### src/rtl/dma_rd_engine.sv
// dma_rd_engine
//   AXI read-side engine of the DMA master path. A word-copy job (src, len)
//   is split into INCR bursts of at most MAX_BURST beats that never cross a
//   4KB page. Returned beats land in a first-word-fall-through FIFO that the
//   DMA write side drains through a valid/ready stream.
//
//   Optional feature macro: DMA_RD_PERF_EN
//     Adds output rd_stall_cycles[31:0]. It counts the cycles spent in the
//     address phase without an AR handshake and saturates at all-ones.
//
// Ports
//   clk, rst                 clock, async active-high reset
//   rd_start/rd_src/rd_len   job request (sampled only when idle)
//   rd_busy/rd_done/rd_err   job status; rd_done is a 1-cycle pulse
//   AR*                      AXI read address channel (master side)
//   R*                       AXI read data channel (master side)
//   out_data/valid/ready     FIFO head stream toward the write side
//   rd_stall_cycles          stall counter (DMA_RD_PERF_EN only)
module dma_rd_engine #(
    parameter int ADDR_W     = 32,
    parameter int DATA_W     = 32,
    parameter int LEN_W      = 16,
    parameter int MAX_BURST  = 8,
    parameter int FIFO_DEPTH = 16
) (
    input  logic              clk,
    input  logic              rst,
    input  logic              rd_start,
    input  logic [ADDR_W-1:0] rd_src,
    input  logic [LEN_W-1:0]  rd_len,
    output logic              rd_busy,
    output logic              rd_done,
    output logic              rd_err,
    output logic [ADDR_W-1:0] ARADDR,
    output logic [3:0]        ARLEN,
    output logic              ARVALID,
    input  logic              ARREADY,
    input  logic [DATA_W-1:0] RDATA,
    input  logic [1:0]        RRESP,
    input  logic              RLAST,
    input  logic              RVALID,
    output logic              RREADY,
    output logic [DATA_W-1:0] out_data,
    output logic              out_valid,
    input  logic              out_ready
`ifdef DMA_RD_PERF_EN
    ,
    output logic [31:0]       rd_stall_cycles
`endif
);

    localparam int PTR_W = $clog2(FIFO_DEPTH);
    localparam int CNT_W = PTR_W + 1;
    localparam int NB_W  = 5;   // holds 1..16 beats

    typedef enum logic [1:0] {
        S_IDLE,
        S_ADDR,
        S_DATA,
        S_DONE
    } state_t;

    state_t             state_q, state_d;
    logic [ADDR_W-1:0]  addr_q;
    logic [LEN_W-1:0]   rem_q;
    logic [NB_W-1:0]    nb_q;       // beats of the burst in flight
    logic [NB_W-1:0]    beat_q;     // beats seen so far in that burst
    logic               err_q;

    logic [DATA_W-1:0]  mem [FIFO_DEPTH];
    logic [PTR_W-1:0]   wr_ptr_q, rd_ptr_q;
    logic [CNT_W-1:0]   cnt_q;

    // ---------------------------------------------------------------
    // Burst sizing: min(remaining, MAX_BURST, words left in 4KB page)
    // ---------------------------------------------------------------
    logic [12:0]        pg_bytes;
    logic [10:0]        pg_words;
    logic [LEN_W-1:0]   n_full;
    logic [NB_W-1:0]    n_cur;
    logic [CNT_W-1:0]   free_ent;
    logic               credit_ok;

    assign pg_bytes = 13'h1000 - {1'b0, addr_q[11:0]};
    assign pg_words = pg_bytes[12:2];

    always_comb begin
        n_full = LEN_W'(MAX_BURST);
        if (rem_q < n_full)
            n_full = rem_q;
        if (LEN_W'(pg_words) < n_full)
            n_full = LEN_W'(pg_words);
    end
    assign n_cur = n_full[NB_W-1:0];

    // Only one burst is ever outstanding and nothing is pushed while in
    // ADDR, so free space can only grow while ARVALID waits: once raised it
    // stays up until the handshake.
    assign free_ent  = CNT_W'(FIFO_DEPTH) - cnt_q;
    assign credit_ok = 32'(free_ent) >= 32'(n_cur);

    // ---------------------------------------------------------------
    // Handshakes and beat classification
    // ---------------------------------------------------------------
    logic               start_acc, ar_hs, r_hs, push, pop, beat_err;
    logic [LEN_W-1:0]   rem_after;

    assign start_acc = (state_q == S_IDLE) && rd_start;
    assign ARVALID   = (state_q == S_ADDR) && credit_ok;
    assign ARADDR    = addr_q;
    assign ARLEN     = (state_q == S_ADDR) ? (n_cur[3:0] - 4'd1) : 4'd0;
    assign ar_hs     = ARVALID && ARREADY;
    assign RREADY    = (state_q == S_DATA);
    assign r_hs      = RREADY && RVALID;

    // Beats past an error, or beyond the granted count, are dropped so the
    // FIFO never exceeds the credit reserved at AR time.
    assign push      = r_hs && (RRESP == 2'b00) && !err_q && (beat_q < nb_q);
    assign beat_err  = r_hs && ((RRESP != 2'b00) || (beat_q >= nb_q) ||
                                (RLAST && ((beat_q + 5'd1) != nb_q)));
    assign rem_after = rem_q - LEN_W'(nb_q);

    assign pop       = out_valid && out_ready;
    assign out_valid = (cnt_q != '0);
    assign out_data  = mem[rd_ptr_q];

    assign rd_busy   = (state_q != S_IDLE);
    assign rd_done   = (state_q == S_DONE);
    assign rd_err    = err_q;

    // ---------------------------------------------------------------
    // FSM
    // ---------------------------------------------------------------
    always_ff @(posedge clk or posedge rst) begin
        if (rst) state_q <= S_IDLE;
        else     state_q <= state_d;
    end

    always_comb begin
        state_d = state_q;
        case (state_q)
            S_IDLE: if (rd_start) state_d = (rd_len == '0) ? S_DONE : S_ADDR;
            S_ADDR: if (ar_hs)    state_d = S_DATA;
            S_DATA: begin
                if (r_hs && RLAST) begin
                    if (err_q || beat_err || (rem_after == '0))
                        state_d = S_DONE;
                    else
                        state_d = S_ADDR;
                end
            end
            S_DONE:  state_d = S_IDLE;
            default: state_d = S_IDLE;
        endcase
    end

    // ---------------------------------------------------------------
    // Job datapath
    // ---------------------------------------------------------------
    always_ff @(posedge clk or posedge rst) begin
        if (rst) begin
            addr_q <= '0;
            rem_q  <= '0;
            nb_q   <= '0;
            beat_q <= '0;
            err_q  <= 1'b0;
        end else begin
            if (start_acc) begin
                addr_q <= {rd_src[ADDR_W-1:2], 2'b00};
                rem_q  <= rd_len;
                err_q  <= 1'b0;
            end
            if (ar_hs) begin
                nb_q   <= n_cur;
                beat_q <= '0;
            end
            if (r_hs) begin
                if (beat_q < nb_q)
                    beat_q <= beat_q + 5'd1;
                if (beat_err)
                    err_q <= 1'b1;
                if (RLAST) begin
                    addr_q <= addr_q + ADDR_W'({nb_q, 2'b00});
                    rem_q  <= rem_after;
                end
            end
        end
    end

    // ---------------------------------------------------------------
    // FIFO (pointers wrap naturally, depth is a power of two)
    // ---------------------------------------------------------------
    always_ff @(posedge clk) begin
        if (push)
            mem[wr_ptr_q] <= RDATA;
    end

    always_ff @(posedge clk or posedge rst) begin
        if (rst) begin
            wr_ptr_q <= '0;
            rd_ptr_q <= '0;
            cnt_q    <= '0;
        end else begin
            if (push) wr_ptr_q <= wr_ptr_q + 1'b1;
            if (pop)  rd_ptr_q <= rd_ptr_q + 1'b1;
            case ({push, pop})
                2'b10:   cnt_q <= cnt_q + 1'b1;
                2'b01:   cnt_q <= cnt_q - 1'b1;
                default: cnt_q <= cnt_q;
            endcase
        end
    end

`ifdef DMA_RD_PERF_EN
    // ---------------------------------------------------------------
    // Address-phase stall counter
    // ---------------------------------------------------------------
    logic [31:0] stall_q;

    always_ff @(posedge clk or posedge rst) begin
        if (rst)
            stall_q <= '0;
        else if (start_acc)
            stall_q <= '0;
        else if ((state_q == S_ADDR) && !ar_hs && (stall_q != '1))
            stall_q <= stall_q + 32'd1;
    end
    assign rd_stall_cycles = stall_q;
`endif

    logic unused_ok;
    assign unused_ok = ^{rd_src[1:0], pg_bytes[1:0], n_full[LEN_W-1:NB_W]};

endmodule

### config.mk
export PLATFORM = sky130hd
export DESIGN_NAME = dma_rd_engine
export DESIGN_NICKNAME = d
export VERILOG_FILES = /design/src/rtl/dma_rd_engine.sv
export SDC_FILE = /design/constraint.sdc
export NUM_CORES = 1
export LEC_CHECK = 0
export BUFFER_PORTS_ARGS = -buffer_cell sky130_fd_sc_hd__buf_4
export CAP_MARGIN = 5
export CORE_MARGIN = 8
export CORE_UTILIZATION = 55
export DETAILED_ROUTE_END_ITERATION = 10
export PLACE_DENSITY = 0.84
export SLEW_MARGIN = 5
export SYNTH_ARGS = -nofsm -noshare
export SYNTH_HDL_FRONTEND = slang
export SYNTH_SLANG_ARGS = --single-unit
export TNS_END_PERCENT = 20
### constraint.sdc
create_clock -name clk -period 4.91 [get_ports clk]
set_input_delay 0 -clock clk [delete_from_list [all_inputs] [get_ports clk]]
set_output_delay 0 -clock clk [all_outputs]
set_load 0.05 [all_outputs]
==> results of run 1 <==
==> synth_stat cells, types with 3 or more instances <==
cell / number / area share
sky130_fd_sc_hd__edfxtp_1: 512 / 0.63
sky130_fd_sc_hd__mux2i_1: 6 / 0.0024
sky130_fd_sc_hd__or4_1: 3 / 0.00092
sky130_fd_sc_hd__nand3_1: 21 / 0.0043
sky130_fd_sc_hd__and3_1: 3 / 0.00076
sky130_fd_sc_hd__buf_6: 3 / 0.0014
sky130_fd_sc_hd__and2_1: 8 / 0.0020
sky130_fd_sc_hd__xnor2_1: 25 / 0.0089
sky130_fd_sc_hd__nor2b_1: 6 / 0.0015
sky130_fd_sc_hd__xor2_1: 10 / 0.0036
sky130_fd_sc_hd__nand2b_1: 6 / 0.0015
sky130_fd_sc_hd__nand4b_1: 3 / 0.0011
sky130_fd_sc_hd__o211ai_1: 5 / 0.0015
sky130_fd_sc_hd__fa_1: 3 / 0.0024
sky130_fd_sc_hd__o21a_1: 7 / 0.0021
sky130_fd_sc_hd__a21o_1: 8 / 0.0024
sky130_fd_sc_hd__a211oi_1: 19 / 0.0058
sky130_fd_sc_hd__nor4_1: 8 / 0.0020
sky130_fd_sc_hd__or3_1: 4 / 0.0010
sky130_fd_sc_hd__o311ai_0: 4 / 0.0014
sky130_fd_sc_hd__ha_1: 41 / 0.021
sky130_fd_sc_hd__mux4_2: 160 / 0.15
sky130_fd_sc_hd__dfrtp_1: 74 / 0.075
sky130_fd_sc_hd__and4_1: 4 / 0.0014
sky130_fd_sc_hd__nor2_1: 87 / 0.013
sky130_fd_sc_hd__buf_1: 18 / 0.0028
sky130_fd_sc_hd__a31oi_1: 9 / 0.0023
sky130_fd_sc_hd__o221a_2: 5 / 0.0023
sky130_fd_sc_hd__inv_1: 40 / 0.0061
sky130_fd_sc_hd__a21oi_1: 35 / 0.0071
sky130_fd_sc_hd__nand4_1: 10 / 0.0025
sky130_fd_sc_hd__nor3_1: 20 / 0.0041
sky130_fd_sc_hd__clkbuf_1: 47 / 0.0072
sky130_fd_sc_hd__nand2_1: 68 / 0.010
sky130_fd_sc_hd__a311oi_1: 8 / 0.0029
sky130_fd_sc_hd__o21ai_0: 24 / 0.0049
sky130_fd_sc_hd__o22ai_1: 8 / 0.0020
==> cells by family after synthesis <==
| logic type | after synthesis | share of synthesized area |
|---|---|---|
| buffers and inverters | 109 | 0.0177 |
| multiplexers | 170 | 0.151 |
| AND/OR/NAND/NOR | 259 | 0.0498 |
| AO/OA/AOI/OAI | 153 | 0.0425 |
| adder cells (fa/ha/maj) | 45 | 0.0238 |
| other | 1 | 0.000153 |
| XOR/XNOR | 35 | 0.0125 |
| flip-flops | 586 | 0.702 |
==> routing by layer <==
layer	routed length, µm	vias to the layer above	share of wire	GRT usage
met1	22500	7404	0.36	0.301
met3	5000	175	0.079	0.0439
met2	33400	857	0.53	0.439
li1	-	6067	-	-
met4	2180	2	0.035	0.0902
met5	13	-	0.00021	0
==> final cells by class <==
class                      instances  area [µm²]
sequential                       586       17200
inverter                          40         150
fill                            2720       14300
clock inverter                    44         408
multi-input combinational        669        7140
clock buffer                      62        1420
timing repair buffer             313        2740
tap                              592         741
==> power groups by stage <==
stage	registers (mW)	clock network (mW)	logic (mW)
floorplan	6.49	0	5.00
global placement	6.53	0	6.77
detailed placement	6.55	0	6.90
CTS	6.45	4.37	7.35
global route	6.53	4.55	7.94
finish	6.47	4.31	7.52
==> state kept, by name, summed over array words and instances, names as in the netlist <==
signal    count
wr_ptr_q      4
cnt_q         5
beat_q        5
rem_q        16
ARADDR       32
rd_err        1
rd_ptr_q      4
mem         512
nb_q          5
state_q       2
==> per-stage QoR <==
stage               std cells  power [mW]  cell area [µm²]   util
finish                   2306        18.3            29800  0.676
CTS                      2302        18.2            29800  0.675
detailed placement       2097        13.5            26900  0.609
global route             2306        19.0            29800  0.676
global placement         2097        13.3            26900  0.609
floorplan                1364        11.5            24600      -
==> cell usage in the layout (no fill, tap or decap), types with 7 or more instances in the layout <==
cell,count
sky130_fd_sc_hd__buf_12,11
sky130_fd_sc_hd__nor2_1,74
sky130_fd_sc_hd__nor3_1,15
sky130_fd_sc_hd__xor2_1,10
sky130_fd_sc_hd__dfrtp_1,67
sky130_fd_sc_hd__buf_4,206
sky130_fd_sc_hd__clkinv_1,14
sky130_fd_sc_hd__edfxtp_1,512
sky130_fd_sc_hd__nand4_1,10
sky130_fd_sc_hd__clkinv_2,17
sky130_fd_sc_hd__a31oi_1,9
sky130_fd_sc_hd__a211oi_1,18
sky130_fd_sc_hd__nand2_1,68
sky130_fd_sc_hd__and2_1,8
sky130_fd_sc_hd__o21a_1,7
sky130_fd_sc_hd__mux4_2,160
sky130_fd_sc_hd__nor2_4,12
sky130_fd_sc_hd__o21ai_0,22
sky130_fd_sc_hd__dlygate4sd3_1,93
sky130_fd_sc_hd__ha_1,40
sky130_fd_sc_hd__a21o_1,7
sky130_fd_sc_hd__nor4_1,7
sky130_fd_sc_hd__clkbuf_16,56
sky130_fd_sc_hd__xnor2_1,25
sky130_fd_sc_hd__nand3_1,20
sky130_fd_sc_hd__a311oi_1,8
sky130_fd_sc_hd__conb_1,7
sky130_fd_sc_hd__inv_1,38
sky130_fd_sc_hd__a21oi_1,33
sky130_fd_sc_hd__o22ai_1,8
==> what timing repair did <==
| action | 4_1_cts | 5_1_grt |
|---|---|---|
| pin swaps | 15 | 2 |
| setup buffers | 6 | 4 |
| endpoints found under the hold margin | 649 | 0 |
| setup endpoints to repair | 13 | 13 |
| hold buffers | 93 | 0 |
| gates resized for setup | 14 | 9 |
==> path summary, 6_finish.rpt <==
check,startpoint,endpoint,slack [ps],cells after the start
min in group asynchronous,rst,beat_q[0],220,4
setup / recovery,ARADDR[2],ARVALID,-570,24
setup reg to reg,ARADDR[2],nb_q[2],-210,24
hold / removal,RLAST,ARADDR[4],40,5
max in group asynchronous,rst,rd_ptr_q[0],3920,4
hold reg to reg,cnt_q[4],cnt_q[4],540,2
==> critical path, stage by stage, from the launching register on <==
cell and delay (ps):
sky130_fd_sc_hd__dfrtp_2 400, sky130_fd_sc_hd__or3_4 390, sky130_fd_sc_hd__nor4_4 160, sky130_fd_sc_hd__nor2b_4 190, sky130_fd_sc_hd__nand2b_1 90, sky130_fd_sc_hd__buf_4 140, sky130_fd_sc_hd__buf_4 130, sky130_fd_sc_hd__o21a_1 160
sky130_fd_sc_hd__nor2_1 140, sky130_fd_sc_hd__ha_1 260, sky130_fd_sc_hd__a21oi_1 170, sky130_fd_sc_hd__o21a_1 160, sky130_fd_sc_hd__and3_1 200, sky130_fd_sc_hd__a21o_4 180, sky130_fd_sc_hd__mux2i_4 250, sky130_fd_sc_hd__inv_2 80
sky130_fd_sc_hd__ha_4 270, sky130_fd_sc_hd__a21oi_4 60, sky130_fd_sc_hd__o211ai_1 240, sky130_fd_sc_hd__a211oi_2 70, sky130_fd_sc_hd__a221o_1 300, sky130_fd_sc_hd__maj3_2 320, sky130_fd_sc_hd__nor2_2 140, sky130_fd_sc_hd__o21ba_4 170
sky130_fd_sc_hd__buf_8 140
==> impl_results.md, run 1 <==
* Core Area at 44100 µm²
* Max rail drop VDD at between 0.0004 and 0.0005 V
* Highest Clock Rate at 183 MHz
* Setup repair after global routing missed its margin: yes
* Overall via count from detail_route at roughly 15000
* Area of the mapped netlist at 24500 µm²
* Switching power at 6.89 mW
* Data required time of the worst path at about 5000 ps
* Post-synthesis to final-layout area growth at 21.6%
* Final Max Tran Viols at 0
* Overflow left after global routing at 0
* Clock insertion delay at the later pin of the skew report at ~630 ps
* Worst hold path class: in -> reg
* Number of antenna cells inserted at 0
* Total global-route track usage at 0.247
* Max_cap viols at 0
* Drc violations at 0
* TritonCTS clock tree: done
* Data arrival at the endpoint of the critical path at 5480 ps
* Proportion of register bits with asynchronous set or reset after synthesis at 0.126
* Violations in the final reports: setup timing
* Sink count of the clock tree at 586
* Number of iterations in the first detailed-routing pass at 5
* Transition time of the tightest slew-check pin at between 1000 and 1500 ps
* Master cell of the clock root buffer: sky130_fd_sc_hd__clkbuf_16
* Number of CTS-inserted buffers at 56
* Least setup slack across all paths after layout at -566 ps
* Number of library cell types mapped by synthesis at 64
* Maximum number of pins on one net before global-route repair at 75
* Count of state elements after synthesis at 586
* Total count of hold-check failures in the final report at 0
* Top-level I/O count at 163
* Via count of the first global-routing pass at about 16000
* Min cycle time layout at about 5500 ps
* Critical Path Fanout Max at 3
* Setup TNS at -2370 ps
* Register share of total power at 0.354
* Wire length reported by the detailed router at between 60 and 70 mm
* Starting Density at 0.556
* Routability Congestion at 0.884
* Number of input and output port buffers inserted at between 150 and 200
* Total internal power at between 10 and 15 mW
* Final-layout worst hold slack at roughly 43 ps
* Total number of H-tree levels at 2
* Synthesized instance count at between 1000 and 1500
* FP Rows at 77
* Routed length per instance at roughly 27 µm
* DIE AREA at around 52000 µm²
* Worst setup slack before clock tree synthesis at -211 ps
* Count of flip-flops with a built-in enable after synthesis at 512
* Maximum clock skew at final layout at about 51 ps
* Type of element launching the critical path: register
* Clock input transition at the sequential cells of the worst setup and hold paths at ~70 ps
* Final setup violating endpoints at 12
* Start-to-end type of the worst setup path: reg -> out
* Cell leakage power at between 10 and 15 nW
* Chip Height at 227 µm
* Number of nets in the finished design at approximately 1800
* Combinational fraction of design power at 0.411
* Worst slew margin relative to its limit at 0.183
* Layout cells sized above 1 at 0.305
* Kind of end point of the critical path: primary output
* Flip-flop cell with the highest count after synthesis: sky130_fd_sc_hd__edfxtp_1
* Synthesized area per cell at about 18 µm²
* Status: finished with violations
* Maximum count of clock buffers along a single path at 3
* Remaining antenna violation count at 0
* Global-route wire length before repair at roughly 95 mm
* PD cells at approximately 610 nW/µm²
* Detailed router's first-iteration violation count at around 1600
* Net switching fraction of the power at 0.376
* Portion of the clock cycle consumed by the worst path in the final layout at 1.12
* Via density per instance at 6.29
* Total number of yosys warnings at 0
* Die outline width at roughly 230 µm
* HPWL after detailed placement at 33.6 mm
* Number of antenna violations at the first check in global routing at 1
* Sequential area share after synthesis at 0.702
* Clk network pwr share at 0.236
Power figures use the tool's default switching activity.
==> run 2: changes to the inputs <==
--- a/config.mk
+++ b/config.mk
@@ -5,12 +5,12 @@
 export SDC_FILE = /design/constraint.sdc
 export NUM_CORES = 1
 export LEC_CHECK = 0
-export BUFFER_PORTS_ARGS = -buffer_cell sky130_fd_sc_hd__buf_4
 export CAP_MARGIN = 5
 export CORE_MARGIN = 8
-export CORE_UTILIZATION = 55
+export CORE_UTILIZATION = 57
 export DETAILED_ROUTE_END_ITERATION = 10
-export PLACE_DENSITY = 0.84
+export DONT_BUFFER_PORTS = 1
+export PLACE_DENSITY = 0.83
 export SLEW_MARGIN = 5
 export SYNTH_ARGS = -nofsm -noshare
 export SYNTH_HDL_FRONTEND = slang
==> run 2 against run 1 <==
The run still ends with setup timing left. Global-route usage rose by 0.41 points. Total power is 2.4% lower. Count of clock-buffer cells in the layout grew 18. Sequential power is 3% higher. Critical path type unchanged. First-iteration DRC count increased by 1.7%. Critical path depth did not move. Via count is 2.2% lower.
==> impl_results.md, run 2 (synthesized netlist as in run 1, its figures left out) <==
* Maximum count of clock buffers along a single path at 3 (unchanged)
* Chip Height at 223 µm (-1.6%)
* Family with the most delay on the worst path: simple AND/OR/NAND/NOR gates
* Most common cell after layout, fill and taps aside: sky130_fd_sc_hd__edfxtp_1
* Clock input transition at the sequential cells of the worst setup and hold paths at 60 ps (about the same)
* Highest Clock Rate at 179 MHz (-1.9%)
* Cells traversed along the worst timing path: or3_4 > nor4_4 > nor2b_4 > nand2b_4 > nor3_4 > nand2_2 > xor2_1 > ha_1 > nand3_2 > or3_1 > o211a_1 > a21o_4 > mux2i_2 > inv_2 > ha_4 > a21oi_4 > o211ai_1 > a211oi_1 > a221o_1 > buf_4 > maj3_2 > nor2_2 > o21ba_4 > buf_12
* Total number of H-tree levels at 2 (unchanged)
* Via density per instance at 6.64 (+5.5%)
* Max rail drop VDD at 0.000529 V (+16%)
* Routed length per instance at 29.5 µm (+7.8%)
* HPWL after detailed placement at 34.1 mm (+1.3%)
* Setup repair after global routing missed its margin: yes
* Maximum clock skew at final layout at 16.0 ps (-34.8 ps)
* DIE AREA at 49900 µm² (-3.3%)
* Worst hold path class: in -> reg
* FF-to-FF setup slack at -350 ps (-140 ps)
* Worst slew margin relative to its limit at 0.180 (-0.00249)
* Number of CTS-inserted buffers at 57 (+1.8%)
* Remaining antenna violation count at 0 (unchanged)
* Post-layout total power at 17.9 mW (-2.4%)
* Violations in the final reports: setup timing
* Flip-flop count of the largest register after layout at 512 (unchanged)
* Data required time of the worst path at 4910 ps (about the same)
* Terminus of the critical flop-to-flop path: nb_q[4]
* Number of iterations in the first detailed-routing pass at 5 (unchanged)
* FP Rows at 76 (-1.3%)
* Portion of the clock cycle consumed by the worst path in the final layout at 1.14 (+0.0217)
* Most flops, register: mem
* Drc violations at 0 (unchanged)
* Overflow left after global routing at 0 (unchanged)
* Core Area at 42800 µm² (-3.0%)
* Status: finished with violations
* Worst reg-to-reg path cell count at 25 (+4.2%)
* Post-synthesis to final-layout area growth at 17.8%
* Maximum number of pins on one net before global-route repair at 78 (+4.0%)
* Cell leakage power at 9.65 nW (-6.5%)
* Origin of the critical flop-to-flop path: ARADDR[0]
* Layout cells sized above 1 at 0.232 (-0.0736)
* Leading cell types in the layout, fill and taps excluded: sky130_fd_sc_hd__edfxtp_1, sky130_fd_sc_hd__mux4_2, sky130_fd_sc_hd__dlygate4sd3_1, sky130_fd_sc_hd__nor2_1
* Kind of end point of the critical path: primary output
* Transition time of the tightest slew-check pin at 1230 ps (-0.784 ps)
* PD cells at 618 nW/µm² (+0.77%)
* CP max stage delay at 400 ps (about the same)
* Total count of hold-check failures in the final report at 0 (unchanged)
* Setup TNS at -2670 ps (-297 ps)
* Global-route wire length before repair at 93.3 mm (-1.5%)
* Sink count of the clock tree at 586 (unchanged)
* Type of element launching the critical path: register
* Max_cap viols at 0 (unchanged)
* FILL cells at 2556 (-6.0%)
* Routability Congestion at 0.910 (+2.9%)
* Combined buffer and inverter count along the critical path at 3 (-1)
* Starting Density at 0.573 (+0.0173)
* Number of input and output port buffers inserted at 0 (-100%)
* Timing startpoint of the critical path: ARADDR[0]
* Min cycle time layout at 5580 ps (+106 ps)
* Instance count along the most critical hold path at 4 (-1)
* Overall via count from detail_route at 14181 (-2.2%)
* TritonCTS clock tree: done
* Worst-case hold path end point: ARADDR[15]
* Start-to-end type of the worst setup path: reg -> out
* Final setup violating endpoints at 13 (+1)
* Detailed router's first-iteration violation count at 1641 (+1.7%)
* Critical Path Fanout Max at 3 (unchanged)
* Final core area utilization at 0.675 (-0.000941)
* Data arrival at the endpoint of the critical path at 5580 ps (+100 ps)
* Hold_sp: rd_start
* Number of antenna violations at the first check in global routing at 6 (+5)
* Final Max Tran Viols at 0 (unchanged)
* Final-layout worst hold slack at 36.5 ps (-6.37 ps)
* Wire length reported by the detailed router at 63.0 mm (-0.14%)
* Worst setup slack before clock tree synthesis at -281 ps (-69.8 ps)
* Number of nets in the finished design at 1670 (-7.2%)
* Via count of the first global-routing pass at 14864 (-4.7%)
* Clock insertion delay at the later pin of the skew report at 610 ps (-20 ps)
* Total global-route track usage at 0.251 (+0.00407)
* Least setup slack across all paths after layout at -673 ps (-106 ps)
* Die outline width at 223 µm (-1.6%)
* Master cell of the clock root buffer: sky130_fd_sc_hd__clkbuf_16
* Top-level I/O count at 163 (unchanged)
* Slowest cell on the critical path: sky130_fd_sc_hd__dfrtp_2
-- run 2: final cells by class --
| cell class | count | area, µm² | area share |
|---|---|---|---|
| Clock buffer | 80 | 1540 | 0.0534 |
| Tap cell | 546 | 683 | 0.0236 |
| Antenna cell | 5 | 12.5 | 0.000433 |
| Timing Repair Buffer | 183 | 1870 | 0.0646 |
| Inverter | 40 | 151 | 0.00524 |
| Multi-Input combinational cell | 669 | 7140 | 0.247 |
| Sequential cell | 586 | 17200 | 0.597 |
| Clock inverter | 27 | 253 | 0.00875 |
-- run 2: worst reg2reg max path, stage by stage, from the launching register on --
cell                       delay (ps)
sky130_fd_sc_hd__dfrtp_2          400
sky130_fd_sc_hd__or3_4            400
sky130_fd_sc_hd__nor4_4           240
sky130_fd_sc_hd__nor2b_4          220
sky130_fd_sc_hd__nand2b_4          70
sky130_fd_sc_hd__nor3_4           200
sky130_fd_sc_hd__nand2_2           80
sky130_fd_sc_hd__xor2_1           150
sky130_fd_sc_hd__ha_1             310
sky130_fd_sc_hd__nand3_2           80
sky130_fd_sc_hd__or3_1            330
sky130_fd_sc_hd__o211a_1          170
sky130_fd_sc_hd__a21o_4           220
sky130_fd_sc_hd__mux2i_2          210
sky130_fd_sc_hd__inv_2            100
sky130_fd_sc_hd__ha_4             290
sky130_fd_sc_hd__a21oi_4           60
sky130_fd_sc_hd__o211ai_1         170
sky130_fd_sc_hd__a211oi_1          80
sky130_fd_sc_hd__a221o_1          290
sky130_fd_sc_hd__buf_4            140
sky130_fd_sc_hd__a21o_1           180
sky130_fd_sc_hd__o21ai_4          230
sky130_fd_sc_hd__buf_4            170
sky130_fd_sc_hd__buf_4            110
sky130_fd_sc_hd__mux2i_1          250
-- run 2: per-layer routing --
metal	GRT usage	routed length, µm
met2	0.430	32000
met3	0.0553	5380
met1	0.306	23000
met5	0	26
met4	0.107	2650
-- run 2: power by group --
group	internal, mW	leakage, nW	switching (mW)
clock	2.41	0.869	1.84
sequential	5.70	5.47	0.940
combinational	2.91	3.31	4.06
-- run 2: worst max path at each step --
stage | cells past startpoint | to
floorplan | 24 | nb_q[0]
global placement | 22 | nb_q[3]
detailed placement | 23 | state_q[0]
CTS | 24 | ARVALID
global route | 24 | ARVALID
finish | 24 | ARVALID
-- run 2: metrics by stage --
stage / instances / cell area (µm²)
3_5_place_dp: 1906 / 25800
2_1_floorplan: 1364 / 24600
4_1_cts: 2128 / 28800
5_1_grt: 2135 / 28900
3_3_place_gp: 1906 / 25800
6_report: 2136 / 28900
-- run 2: what timing repair did --
item                                   CTS  global route
pin swaps                               14             6
endpoints found under the hold margin  652             0
buffers inserted                         5             3
resized for setup                       10            10
hold buffers                           110             0
setup endpoints to repair               13            15
==> run 3: changes to the inputs <==
--- a/config.mk
+++ b/config.mk
@@ -10,7 +10,7 @@
 export CORE_UTILIZATION = 57
 export DETAILED_ROUTE_END_ITERATION = 10
 export DONT_BUFFER_PORTS = 1
-export PLACE_DENSITY = 0.83
+export PLACE_DENSITY = 0.8
 export SLEW_MARGIN = 5
 export SYNTH_ARGS = -nofsm -noshare
 export SYNTH_HDL_FRONTEND = slang
==> constraint.sdc (replaced) <==
create_clock -name clk -period 7.2 [get_ports clk]
set_input_delay 0 -clock clk [delete_from_list [all_inputs] [get_ports clk]]
set_output_delay 0 -clock clk [all_outputs]
set_load 0.05 [all_outputs]
==> run 3 against run 2 <==
The run now ends clean. Sequential share of layout area grew 0.67 points. Clock skew rose by 7.4 ps. Sequential power fell by 29%. Register-to-register slack better by 1100 ps. Cell count decreased by 0.61%. Clock power shrank 31%. Critical endpoint unchanged. Largest power group is now sequential cells.
==> impl_results.md, run 3 (synthesized netlist as in run 1, its figures left out) <==
* Status: complete, no violations
* Total count of hold-check failures in the final report at 0 (unchanged)
* Top-level I/O count at 163 (unchanged)
* Worst reg-to-reg path cell count at 22 (-12%)
* Starting Density at 0.573 (unchanged)
* Transition time of the tightest slew-check pin at 1280 ps (+57.8 ps)
* Instance count along the most critical hold path at 3 (-1)
* Cell leakage power at 9.58 nW (-0.65%)
* Net switching fraction of the power at 0.383 (about the same)
* Final setup violating endpoints at 0 (-13)
* Clock input transition at the sequential cells of the worst setup and hold paths at 60 ps (about the same)
* Max rail drop VDD at 0.000363 V (-31%)
* Terminus of the critical flop-to-flop path: nb_q[3]
* Final cell count without fillers at 2123 (-0.61%)
* HPWL after detailed placement at 31.7 mm (-6.9%)
* Critical Path Fanout Max at 6 (+3)
* Total number of H-tree levels at 2 (unchanged)
* Setup repair after global routing missed its margin: no
* Via count of the first global-routing pass at 14541 (-2.2%)
* Overflow left after global routing at 0 (unchanged)
* Most flops, register: mem
* Placed Instance Area at 25300 µm² (-2.0%)
* Cells traversed along the worst timing path: or3_1 > nor4_1 > nor2b_1 > nand2b_1 > nor3_1 > nand2_1 > xor2_1 > ha_1 > nand3_1 > or3_1 > o211a_1 > a21o_1 > mux2i_1 > ha_1 > nand2b_1 > a21oi_1 > o211ai_1 > a211oi_1 > a221o_1 > maj3_1 > nor2_1 > o21ba_2
* PD cells at 412 nW/µm² (-33%)
* Worst slew margin relative to its limit at 0.141 (-0.0387)
* Number of placed instances with taps included at 1870 (-1.9%)
* Min cycle time layout at approximately 6700 ps
* Kind of end point of the critical path: primary output
* Number of antenna violations at the first check in global routing at 5 (-1)
* Number of input and output port buffers inserted at 0 (unchanged)
* Setup TNS at 0 ps (+2670 ps)
* Type of element launching the critical path: register
* Via density per instance at 6.60 (-0.54%)
* FP Rows at 76 (unchanged)
* Final-layout worst hold slack at 77.7 ps (+41.2 ps)
* Register share of total power at 0.401 (+0.029)
* FILL cells at 2644 (+3.4%)
* Worst hold path class: in -> reg
* Core Area at 42800 µm² (unchanged)
* Least setup slack across all paths after layout at 476 ps (+1150 ps)
* Sink count of the clock tree at 586 (unchanged)
* Clk network pwr share at 0.250 (+0.012)
* Number of iterations in the first detailed-routing pass at 7 (+2)
* Chip Height at 223 µm (unchanged)
* Maximum clock skew at final layout at 23.4 ps (+7.44 ps)
* Number of nets in the finished design at 1660 (-0.60%)
* CP max stage delay at 600 ps (+200 ps)
* Maximum number of pins on one net before global-route repair at 103 (+32%)
* Final Max Tran Viols at 0 (unchanged)
* Worst-case hold path end point: rem_q[13]
* Portion of the clock cycle consumed by the worst path in the final layout at 0.934
* FF-to-FF setup slack at 770 ps (+1120 ps)
* Count of instances resized after the clock tree is built at 0 (-10)
* Post-synthesis to final-layout area growth at 16.4%
* Remaining antenna violation count at 0 (unchanged)
* Total global-route track usage at 0.244 (-0.00706)
* Wire length reported by the detailed router at 61.0 mm (-3.2%)
* Number of CTS-inserted buffers at 56 (-1.8%)
* Maximum count of clock buffers along a single path at 3 (unchanged)
* Start-to-end type of the worst setup path: reg -> out
* Slowest cell on the critical path: sky130_fd_sc_hd__dfrtp_1
* Most common cell after layout, fill and taps aside: sky130_fd_sc_hd__edfxtp_1
* Flip-flop count of the largest register after layout at 512 (unchanged)
* Clock insertion delay at the later pin of the skew report at 620 ps (about the same)
* Routed length per instance at 28.8 µm (-2.6%)
* Routability Congestion at 0.867 (-4.8%)
* Master cell of the clock root buffer: sky130_fd_sc_hd__clkbuf_16
* DIE AREA at 49900 µm² (unchanged)
* Global-route wire length before repair at 91.1 mm (-2.3%)
* Post-layout total power at 11.8 mW (-34%)
* Data arrival at the endpoint of the critical path at 6720 ps (+1140 ps)
* Drc violations at 0 (unchanged)
* Switching power at 4.51 mW (-34%)
* Worst setup slack before clock tree synthesis at 909 ps (+1190 ps)
* Hold_sp: RLAST
* Max_cap viols at 0 (unchanged)
* Die outline width at 223 µm (unchanged)
* Layout cells sized above 1 at 0.196 (-0.0357)
* Final core area utilization at 0.668 (-0.00760)
* Final standard cell area without fillers at 28600 µm² (-1.1%)
* Flip-flop and latch area at 17200 µm² (about the same)
* TritonCTS clock tree: done
* Leading cell types in the layout, fill and taps excluded: sky130_fd_sc_hd__edfxtp_1, sky130_fd_sc_hd__mux4_2, sky130_fd_sc_hd__dlygate4sd3_1, sky130_fd_sc_hd__nor2_1, sky130_fd_sc_hd__dfrtp_1
* Detailed router's first-iteration violation count at 1709 (+4.1%)
* Combinational fraction of design power at 0.349 (-0.041)
* Origin of the critical flop-to-flop path: ARADDR[2]
* Highest Clock Rate at roughly 150 MHz
* Overall via count from detail_route at 14018 (-1.1%)
* Area taken by multi-input logic gates at 7010 µm² (-1.9%)
* Data required time of the worst path at 7200 ps (+2290 ps)
* Total internal power at 7.25 mW (-34%)
==> run 3: cell count changes in the layout (fill, tap and decap cells not counted), moves of 3 or more <==
cell                            change
sky130_fd_sc_hd__buf_4             -27
sky130_fd_sc_hd__dfrtp_2            -3
sky130_fd_sc_hd__clkinv_1           +4
sky130_fd_sc_hd__clkbuf_1          -13
sky130_fd_sc_hd__dlygate4sd3_1     +35
sky130_fd_sc_hd__dfrtp_1            +3
sky130_fd_sc_hd__clkinv_2           +6
sky130_fd_sc_hd__buf_12            -16
sky130_fd_sc_hd__mux2i_1            +3
==> run 3: critical path: cells and delay by family (launching register included) <==
family | cells | cell delay (ps)
simple gates | 10 | 2550
compound gates | 7 | 1510
flops | 1 | 600
xor+xnor | 1 | 170
fa+ha+maj | 3 | 860
mux | 1 | 420
==> run 3: power by group through the flow <==
stage / clock, mW / combinational, mW / sequential [mW]
after global routing: 3.08 / 4.36 / 4.76
after global placement: 0 / 3.70 / 4.77
final: 2.94 / 4.11 / 4.72
after detailed placement: 0 / 3.77 / 4.78
after floorplan: 0 / 3.39 / 4.42
after CTS: 2.96 / 4.07 / 4.71
==> run 3: cell type report <==
class                           count  area share
Clock inverter                     40      0.0129
Sequential cell                   586       0.603
Antenna cell                        4    0.000350
Tap cell                          546      0.0239
Multi-Input combinational cell    669       0.245
Clock buffer                       64      0.0501
Inverter                           40     0.00530
Timing Repair Buffer              174      0.0589
==> run 3: layer usage <==
layer / GRT usage / up-vias / part of all wire
met5: 0 / - / 0.00034
met4: 0.0979 / 4 / 0.038
met3: 0.0540 / 162 / 0.088
met2: 0.420 / 820 / 0.51
met1: 0.298 / 7226 / 0.36
li1: - / 5806 / -
==> run 3: how the worst max path moves through the flow <==
stage	from	endpoint	cells past startpoint
2_1_floorplan	ARADDR[2]	nb_q[0]	25
3_3_place_gp	ARADDR[2]	nb_q[3]	22
3_5_place_dp	ARADDR[2]	nb_q[3]	22
4_1_cts	ARADDR[2]	ARVALID	22
5_1_grt	ARADDR[2]	ARVALID	22
6_report	ARADDR[2]	ARVALID	22
==> run 3: timing repair <==
item                      in CTS  in global routing
setup buffers                  0                  0
hold endpoints to repair     659                  0
hold buffers                 145                  0
